### src/rtl/tw_cmd_sequencer.sv
// Command-queue front end for the 3-wire serial master: buffers host transactions,
// issues them one at a time, and queues read results. Optional macro: TW_CMD_SEQUENCER_TIMEOUT_EN.
module tw_cmd_sequencer #(
   parameter int ADDR_BITS = 9,
   parameter int DATA_BITS = 16,
   parameter int CMD_AW    = 3,
   parameter int RSP_AW    = 2
`ifdef TW_CMD_SEQUENCER_TIMEOUT_EN
   , parameter int TIMEOUT_CYCLES = 1023
`endif
) (
   input  logic                 in_clk,
   input  logic                 in_rst,
   input  logic                 in_cmd_valid,
   output logic                 out_cmd_ready,
   input  logic                 in_cmd_wr,
   input  logic [ADDR_BITS-1:0] in_cmd_addr,
   input  logic [DATA_BITS-1:0] in_cmd_data,
   output logic                 out_rsp_valid,
   input  logic                 in_rsp_ready,
   output logic [ADDR_BITS-1:0] out_rsp_addr,
   output logic [DATA_BITS-1:0] out_rsp_data,
   output logic                 out_tw_start,
   output logic                 out_tw_mode_wr,
   output logic [ADDR_BITS-1:0] out_tw_addr,
   output logic [DATA_BITS-1:0] out_tw_wr_data,
   input  logic [DATA_BITS-1:0] in_tw_rd_data,
   input  logic                 in_tw_io_in_progress,
   output logic                 out_busy,
   output logic [CMD_AW:0]      out_cmd_level
`ifdef TW_CMD_SEQUENCER_TIMEOUT_EN
   , output logic               out_err
`endif
);

   localparam int CW = 1 + ADDR_BITS + DATA_BITS;
   localparam int RW = ADDR_BITS + DATA_BITS;

   localparam logic [2:0] IDLE      = 3'd0;
   localparam logic [2:0] ISSUE     = 3'd1;
   localparam logic [2:0] WAIT_BUSY = 3'd2;
   localparam logic [2:0] WAIT_DONE = 3'd3;
   localparam logic [2:0] CAPTURE   = 3'd4;

   logic [2:0] state, state_nx;

   // command FIFO
   logic [CW-1:0]   cmd_mem [2**CMD_AW];
   logic [CMD_AW:0] cmd_wp, cmd_rp;
   logic            cmd_full, cmd_empty, cmd_push, cmd_pop;
   logic [CW-1:0]   cmd_head;

   assign out_cmd_level = cmd_wp - cmd_rp;
   assign cmd_full      = out_cmd_level[CMD_AW];
   assign cmd_empty     = (cmd_wp == cmd_rp);
   assign out_cmd_ready = ~cmd_full;
   assign cmd_push      = in_cmd_valid & ~cmd_full;
   assign cmd_head      = cmd_mem[cmd_rp[CMD_AW-1:0]];

   // response FIFO
   logic [RW-1:0]   rsp_mem [2**RSP_AW];
   logic [RSP_AW:0] rsp_wp, rsp_rp, rsp_lvl;
   logic            rsp_full, rsp_push, rsp_pop;

   assign rsp_lvl       = rsp_wp - rsp_rp;
   assign rsp_full      = rsp_lvl[RSP_AW];
   assign out_rsp_valid = (rsp_wp != rsp_rp);
   assign rsp_pop       = out_rsp_valid & in_rsp_ready;
   assign rsp_push      = (state == CAPTURE);
   assign {out_rsp_addr, out_rsp_data} = rsp_mem[rsp_rp[RSP_AW-1:0]];

   // a read needs a guaranteed response slot before it may leave the queue
   assign cmd_pop = (state == IDLE) & ~cmd_empty & ~in_tw_io_in_progress &
                    (cmd_head[CW-1] | ~rsp_full);

   assign out_tw_start = (state == ISSUE);
   assign out_busy     = ~((state == IDLE) & cmd_empty);

   always_ff @(posedge in_clk) begin
      if (cmd_push) cmd_mem[cmd_wp[CMD_AW-1:0]] <= {in_cmd_wr, in_cmd_addr, in_cmd_data};
      if (rsp_push) rsp_mem[rsp_wp[RSP_AW-1:0]] <= {out_tw_addr, in_tw_rd_data};
   end

   always_ff @(posedge in_clk or posedge in_rst) begin
      if (in_rst) begin
         cmd_wp <= '0;
         cmd_rp <= '0;
         rsp_wp <= '0;
         rsp_rp <= '0;
      end else begin
         if (cmd_push) cmd_wp <= cmd_wp + 1'b1;
         if (cmd_pop)  cmd_rp <= cmd_rp + 1'b1;
         if (rsp_push) rsp_wp <= rsp_wp + 1'b1;
         if (rsp_pop)  rsp_rp <= rsp_rp + 1'b1;
      end
   end

`ifdef TW_CMD_SEQUENCER_TIMEOUT_EN
   localparam int TMO_W = $clog2(TIMEOUT_CYCLES + 1);
   logic [TMO_W-1:0] tmo_cnt;
   logic             tmo_hit;
   // fires on the cycle the count would reach TIMEOUT_CYCLES
   assign tmo_hit = ((state == WAIT_BUSY) || (state == WAIT_DONE)) &&
                    (tmo_cnt == TMO_W'(TIMEOUT_CYCLES - 1));
`endif

   always_comb begin
      state_nx = state;
      case (state)
         IDLE:      if (cmd_pop) state_nx = ISSUE;
         ISSUE:     state_nx = WAIT_BUSY;
         WAIT_BUSY: if (in_tw_io_in_progress) state_nx = WAIT_DONE;
         WAIT_DONE: if (!in_tw_io_in_progress) state_nx = out_tw_mode_wr ? IDLE : CAPTURE;
         CAPTURE:   state_nx = IDLE;
         default:   state_nx = IDLE;
      endcase
`ifdef TW_CMD_SEQUENCER_TIMEOUT_EN
      if (tmo_hit) state_nx = IDLE;
`endif
   end

   always_ff @(posedge in_clk or posedge in_rst) begin
      if (in_rst) begin
         state          <= IDLE;
         out_tw_mode_wr <= 1'b0;
         out_tw_addr    <= '0;
         out_tw_wr_data <= '0;
      end else begin
         state <= state_nx;
         if (cmd_pop) {out_tw_mode_wr, out_tw_addr, out_tw_wr_data} <= cmd_head;
      end
   end

`ifdef TW_CMD_SEQUENCER_TIMEOUT_EN
   always_ff @(posedge in_clk or posedge in_rst) begin
      if (in_rst) begin
         tmo_cnt <= '0;
         out_err <= 1'b0;
      end else begin
         if (state_nx != state) tmo_cnt <= '0;
         else if ((state == WAIT_BUSY) || (state == WAIT_DONE)) tmo_cnt <= tmo_cnt + 1'b1;
         if (tmo_hit) out_err <= 1'b1;
      end
   end
`endif

endmodule
### config.mk
export PLATFORM = sky130hd
export DESIGN_NAME = tw_cmd_sequencer
export DESIGN_NICKNAME = d
export VERILOG_FILES = /design/src/rtl/tw_cmd_sequencer.sv
export SDC_FILE = /design/constraint.sdc
export NUM_CORES = 1
export LEC_CHECK = 0
export CAP_MARGIN = 40
export CORE_MARGIN = 2
export CORE_UTILIZATION = 52
export CTS_BUF_LIST = sky130_fd_sc_hd__clkbuf_16
export DETAILED_ROUTE_END_ITERATION = 10
export GPL_ROUTABILITY_DRIVEN = 0
export MAX_ROUTING_LAYER = met4
export PLACE_DENSITY = 0.75
export RECOVER_POWER = 25
export SYNTH_ARGS = -nofsm -noshare
export SYNTH_HDL_FRONTEND = slang
export SYNTH_SLANG_ARGS = --single-unit
### constraint.sdc
create_clock -name in_clk -period 5.5 [get_ports in_clk]
set_input_delay 1.1 -clock in_clk [delete_from_list [all_inputs] [get_ports in_clk]]
set_output_delay 1.1 -clock in_clk [all_outputs]
set_load 0.005 [all_outputs]
Word-level counts from Yosys, hierarchy flattened

Memories as Yosys holds them, arrays and structs flattened.
Index checks and enable logic that the tools add are counted.

Flip-flop bits (word level): 43
Memory bits (writable): 308
Input bits: 47
Output and inout port bits: 59
Logic and storage cells: 48
Memories: 2

$add $sub $neg: 6
Equality and inequality tests: 9
Mux-type cells: 9
Bitwise logic cells: 12
Reduce and logical (&&, ||, !) cells: 2

Memory list:

| memory  | words | bits a word | rd ports | clocked after Yosys merged registers in | wr ports | RTL line | RTL |
|---|---|---|---|---|---|---|---|
| cmd_mem | 8     | 26          | 1        | 0                                       | 1        | 48       | `logic [CW-1:0] cmd_mem [2**CMD_AW];` |
| rsp_mem | 4     | 25          | 1        | 0                                       | 1        | 61       | `logic [RW-1:0] rsp_mem [2**RSP_AW];` |

Operator list:

| kind                | number |
|---|---|
| $mux 3              | 4 |
| $pmux 3 s4          | 1 |
| $add 4x1->4 const B | 2 |
| $add 3x1->3 const B | 2 |
| $and 1x1->1         | 6 |
| $eq 3x2->1 const B  | 2 |
| $ne 2x2->1 const B  | 3 |
| $not 1->1           | 5 |
| $eq 4x4->1          | 1 |
| $mux 1              | 4 |
| $sub 4x4->4         | 1 |
| $eq 3x1->1 const B  | 1 |
| $eq 3x3->1 const B  | 1 |
| $logic_not 3->1     | 1 |
| $ne 3x3->1          | 1 |
| $reduce_and 3->1    | 1 |
| $sub 3x3->3         | 1 |
| $or 1x1->1          | 1 |

Longest topological paths before layout

Depth after elaboration: 7
Mapped depth: 10
Mapped depth without buffers: 7

Worst setup path after synthesis

Ideal clock, no wire load.

Path kind: flip-flop to flip-flop
Start point: reg cmd_rp[1]
End point: mem cmd_mem[0][0] (netlist name) (enable)
Arrival: 4.676 ns
Required time: 5.025 ns
Setup slack: 0.349 ns
Stages on the path, launching flop included: 10
Path buffers: 2
Clock period less this slack: 5.151 ns
Cell sequence: dfrtp_1 buf_2 buf_1 inv_1 ha_1 nor2b_1 o21a_1 nor4b_1 nor2_1 nor4_1

Word-level cells in the longest chain between the ends: 5

Ends and longest elaborated chain:

| element                      | RTL line | RTL |
|---|---|---|
| from (decl)                  | 49       | `logic [CMD_AW:0] cmd_wp, cmd_rp;` |
| from (signal assigned)       | 92       | `if (cmd_pop) cmd_rp <= cmd_rp + 1'b1;` |
| $sub 4x4->4                  | 53       | `assign out_cmd_level = cmd_wp - cmd_rp;` |
| $not 1->1                    | 57       | `assign cmd_push = in_cmd_valid & ~cmd_full;` |
| $and 1x1->1                  | 57       |  |
| $mux 1                       | 80       | `if (cmd_push) cmd_mem[cmd_wp[CMD_AW-1:0]] <= {in_cmd_wr, in_cmd_addr, in_cmd_data};` |
| $mux 1 (implied by the code) | 80       |  |
| to (decl)                    | 48       |  |

Every way passes these cells.

Worst setup path after layout

Start point: reg cmd_rp[2]
End point: out out_busy

Word-level cells in the longest chain between the ends: 3

Ends and longest elaborated chain:

| element     | RTL line | RTL |
|---|---|---|
| $eq 4x4->1  | 55       | `assign cmd_empty = (cmd_wp == cmd_rp);` |
| $and 1x1->1 | 77       | `assign out_busy = ~((state == IDLE) & cmd_empty);` |
| $not 1->1   | 77       |  |
| to (decl)   | 29       | `output logic out_busy,` |

Every way passes these cells.

==> flow_summary.json <==
{
  "overflow": 0,
  "cp-end-kind": "output port",
  "synth_xor_area_share_pct": 0.9037,
  "synth_enable_flop_cells": 308,
  "synth_seq_cells": 351,
  "grt_pass1_vias": 6928,
  "status": "complete, no violations",
  "drive_above_1_share_pct": 22.58,
  "tns_ns": 0,
  "die_area_sq_um": 27400,
  "wl_met2_um": 12690,
  "yosys.area_share.simple_pct": 3.965,
  "synth-compound-area-share_pct": 0.9037,
  "ant_nets": 0,
  "nets": 850,
  "fmax_ghz": 0.2376,
  "yosysUniqueCellTypes": 42,
  "syn_area_sq_um": 13570,
  "crit_arrival_ns": 3.11,
  "finClkSkew_ns": 0.01593,
  "dp_slack_ns": 1.815,
  "cts_buffer_depth": 3,
  "cts_root_buf": "clkbuf_16",
  "start_kind": "flop",
  "cts.clk_slew.worst_paths_ns": 0.06,
  "wire_per_inst_um": 21.50,
  "hpwl_um": 14220,
  "finalMaxSlewViolations": 0,
  "relSlewSlack_pct": 42.19,
  "syn_inst": 656,
  "via_per_inst": 5.601,
  "worstPathRequired_ns": 4.40,
  "tightest_slew_ns": 0.8640,
  "maxCapViolations": 0,
  "synth_top_family_by_area": "multiplexers",
  "setup_ws_ns": 1.290,
  "numCtsBuffers": 35,
  "postCtsSetupBuffers": 0,
  "final_common_cell": "edfxtp_1",
  "ys.flop_type": "edfxtp_1",
  "timing.final.crit_share_pct": 76.54,
  "grt_antenna_before_repair": 5,
  "area_growth_pct": 19.16,
  "r2r_slack_ns": 2.05,
  "clk_latency_ns": 0.51,
  "rsz0062_at_grt": "no",
  "cts_sinks": 351,
  "yosysWarnings": 0,
  "path_max_fanout": 30,
  "cts_tree": "done",
  "post-route-min-period_ns": 4.210,
  "wl_met3_um": 1744,
  "setup_viol": 0,
  "grt_usage_pct": 19.22,
  "htree_levels": 2,
  "mostFrequentLayoutCells": "308 x edfxtp_1, 83 x nand2_1, 77 x clkdlybuf4s50_1",
  "path_class": "flop to output port",
  "drt_iter0_markers": 384,
  "ctsHoldBuffers": 0,
  "via_count": 6469,
  "syn_avg_cell_area_sq_um": 20.68,
  "synthMuxAreaShare_pct": 15.58,
  "grt_pass1_wl_um": 38130,
  "ios": 106,
  "die_w_um": 165.5,
  "wl_met1_um": 10020,
  "p_leak_nw": 5.584,
  "hold_viol": 0,
  "top_layer": "met4",
  "ys_seq_area_share_pct": 76.10,
  "min_path_type": "flop to flop",
  "cts_resized": 0,
  "synth_fa_ha_area_share_pct": 1.254,
  "dr.pass1.iters": 5,
  "io_buffers": 105,
  "syn-num-nets": 716,
  "wl_um": 24840,
  "power_density_nw_per_um2": 516.3,
  "synthArstFlopShare_pct": 12.25,
  "num_rows": 59,
  "initial_core_util_pct": 52.51,
  "ir_worst_vdd_mv": 0.2629,
  "grt_max_degree": 56,
  "chipHeight_um": 165.5,
  "drc": 0,
  "core_sq_um": 25840
}
report_power, final:
| group | internal, W | switching (W) |
|---|---|---|
| clock network | 0.00120 | 0.000922 |
| logic | 0.00145 | 0.00115 |
| registers | 0.00334 | 0.000284 |
| total | 0.00600 | 0.00235 |
cells by family after synthesis:
group                    count (synthesis)
AO/OA/AOI/OAI                           13
XOR/XNOR                                14
adder cells (fa/ha/maj)                 13
buffers and inverters                   39
flip-flops                             351
multiplexers                           107
AND/OR/NAND/NOR                        119
stage by stage:
| step | instance area (sq um) | instances | utilization [%] | total power [W] | hold WS (ns) |
|---|---|---|---|---|---|
| 2_1_floorplan | 13570 | 656 | - | 0.005254 | 0.4549 |
| 3_3_place_gp | 15080 | 1086 | 58.38 | 0.006196 | 0.4781 |
| 3_5_place_dp | 15130 | 1088 | 58.57 | 0.006316 | 0.4800 |
| 4_1_cts | 16160 | 1150 | 62.53 | 0.008462 | 0.4918 |
| 5_1_grt | 16170 | 1155 | 62.58 | 0.008788 | 0.5082 |
| 6_report | 16170 | 1155 | 62.58 | 0.008348 | 0.4866 |
path summary, 6_finish.rpt:
path | cells after the start | endpoint | startpoint
worst max-delay path | 8 | out_busy | cmd_rp[2]
worst min-delay path | 1 | rsp_wp[2] | rsp_wp[2]
worst max register to register | 9 | cmd_mem[5][22] | cmd_rp[2]
worst min register to register | 1 | rsp_wp[2] | rsp_wp[2]
max in group asynchronous | 3 | cmd_rp[0] | in_rst
min in group asynchronous | 3 | out_tw_wr_data[14] | in_rst
synth_stat cells, types with 9 or more instances:
library cell,count,share of area (%)
mux2_2,11,0.91
xnor2_1,9,0.58
buf_2,9,0.33
mux4_2,75,12
dfrtp_1,43,7.9
clkbuf_1,13,0.36
ha_1,12,1.1
mux2_4,18,2.0
inv_1,10,0.28
edfxtp_1,308,68
nand2_1,83,2.3
metal layers:
metal	vias to the layer above	GRT usage [%]
met5	-	-
met4	0	5.290
met3	38	3.521
met2	184	32.31
met1	3369	24.38
li1	2878	-
layout make-up:
type	count	area, sq um
Clock buffer	35	875.8
Timing Repair Buffer	125	1234
Multi-Input combinational cell	266	3107
Tap cell	335	419.2
Antenna cell	5	12.51
Inverter	11	41.29
Sequential cell	351	10330
Fill cell	1790	9669
Clock inverter	27	147.6
sequential cells by signal, indices dropped and copies added, names as in the netlist:
name / cells
cmd_mem: 208
cmd_rp: 4
cmd_wp: 4
out_tw_addr: 9
out_tw_mode_wr: 1
out_tw_wr_data: 16
rsp_mem: 100
rsp_rp: 3
rsp_wp: 3
state: 3
critical path, stage by stage (launching register included):
cell             delay (ns)
dfrtp_1                0.33
buf_4                  0.37
clkinv_1               0.11
buf_4                  0.27
ha_1                   0.37
and3_1                 0.18
nand2_1                0.07
or4_1                  0.42
clkdlybuf4s50_1        0.48
No activity file was read; power rests on OpenSTA's default activity.
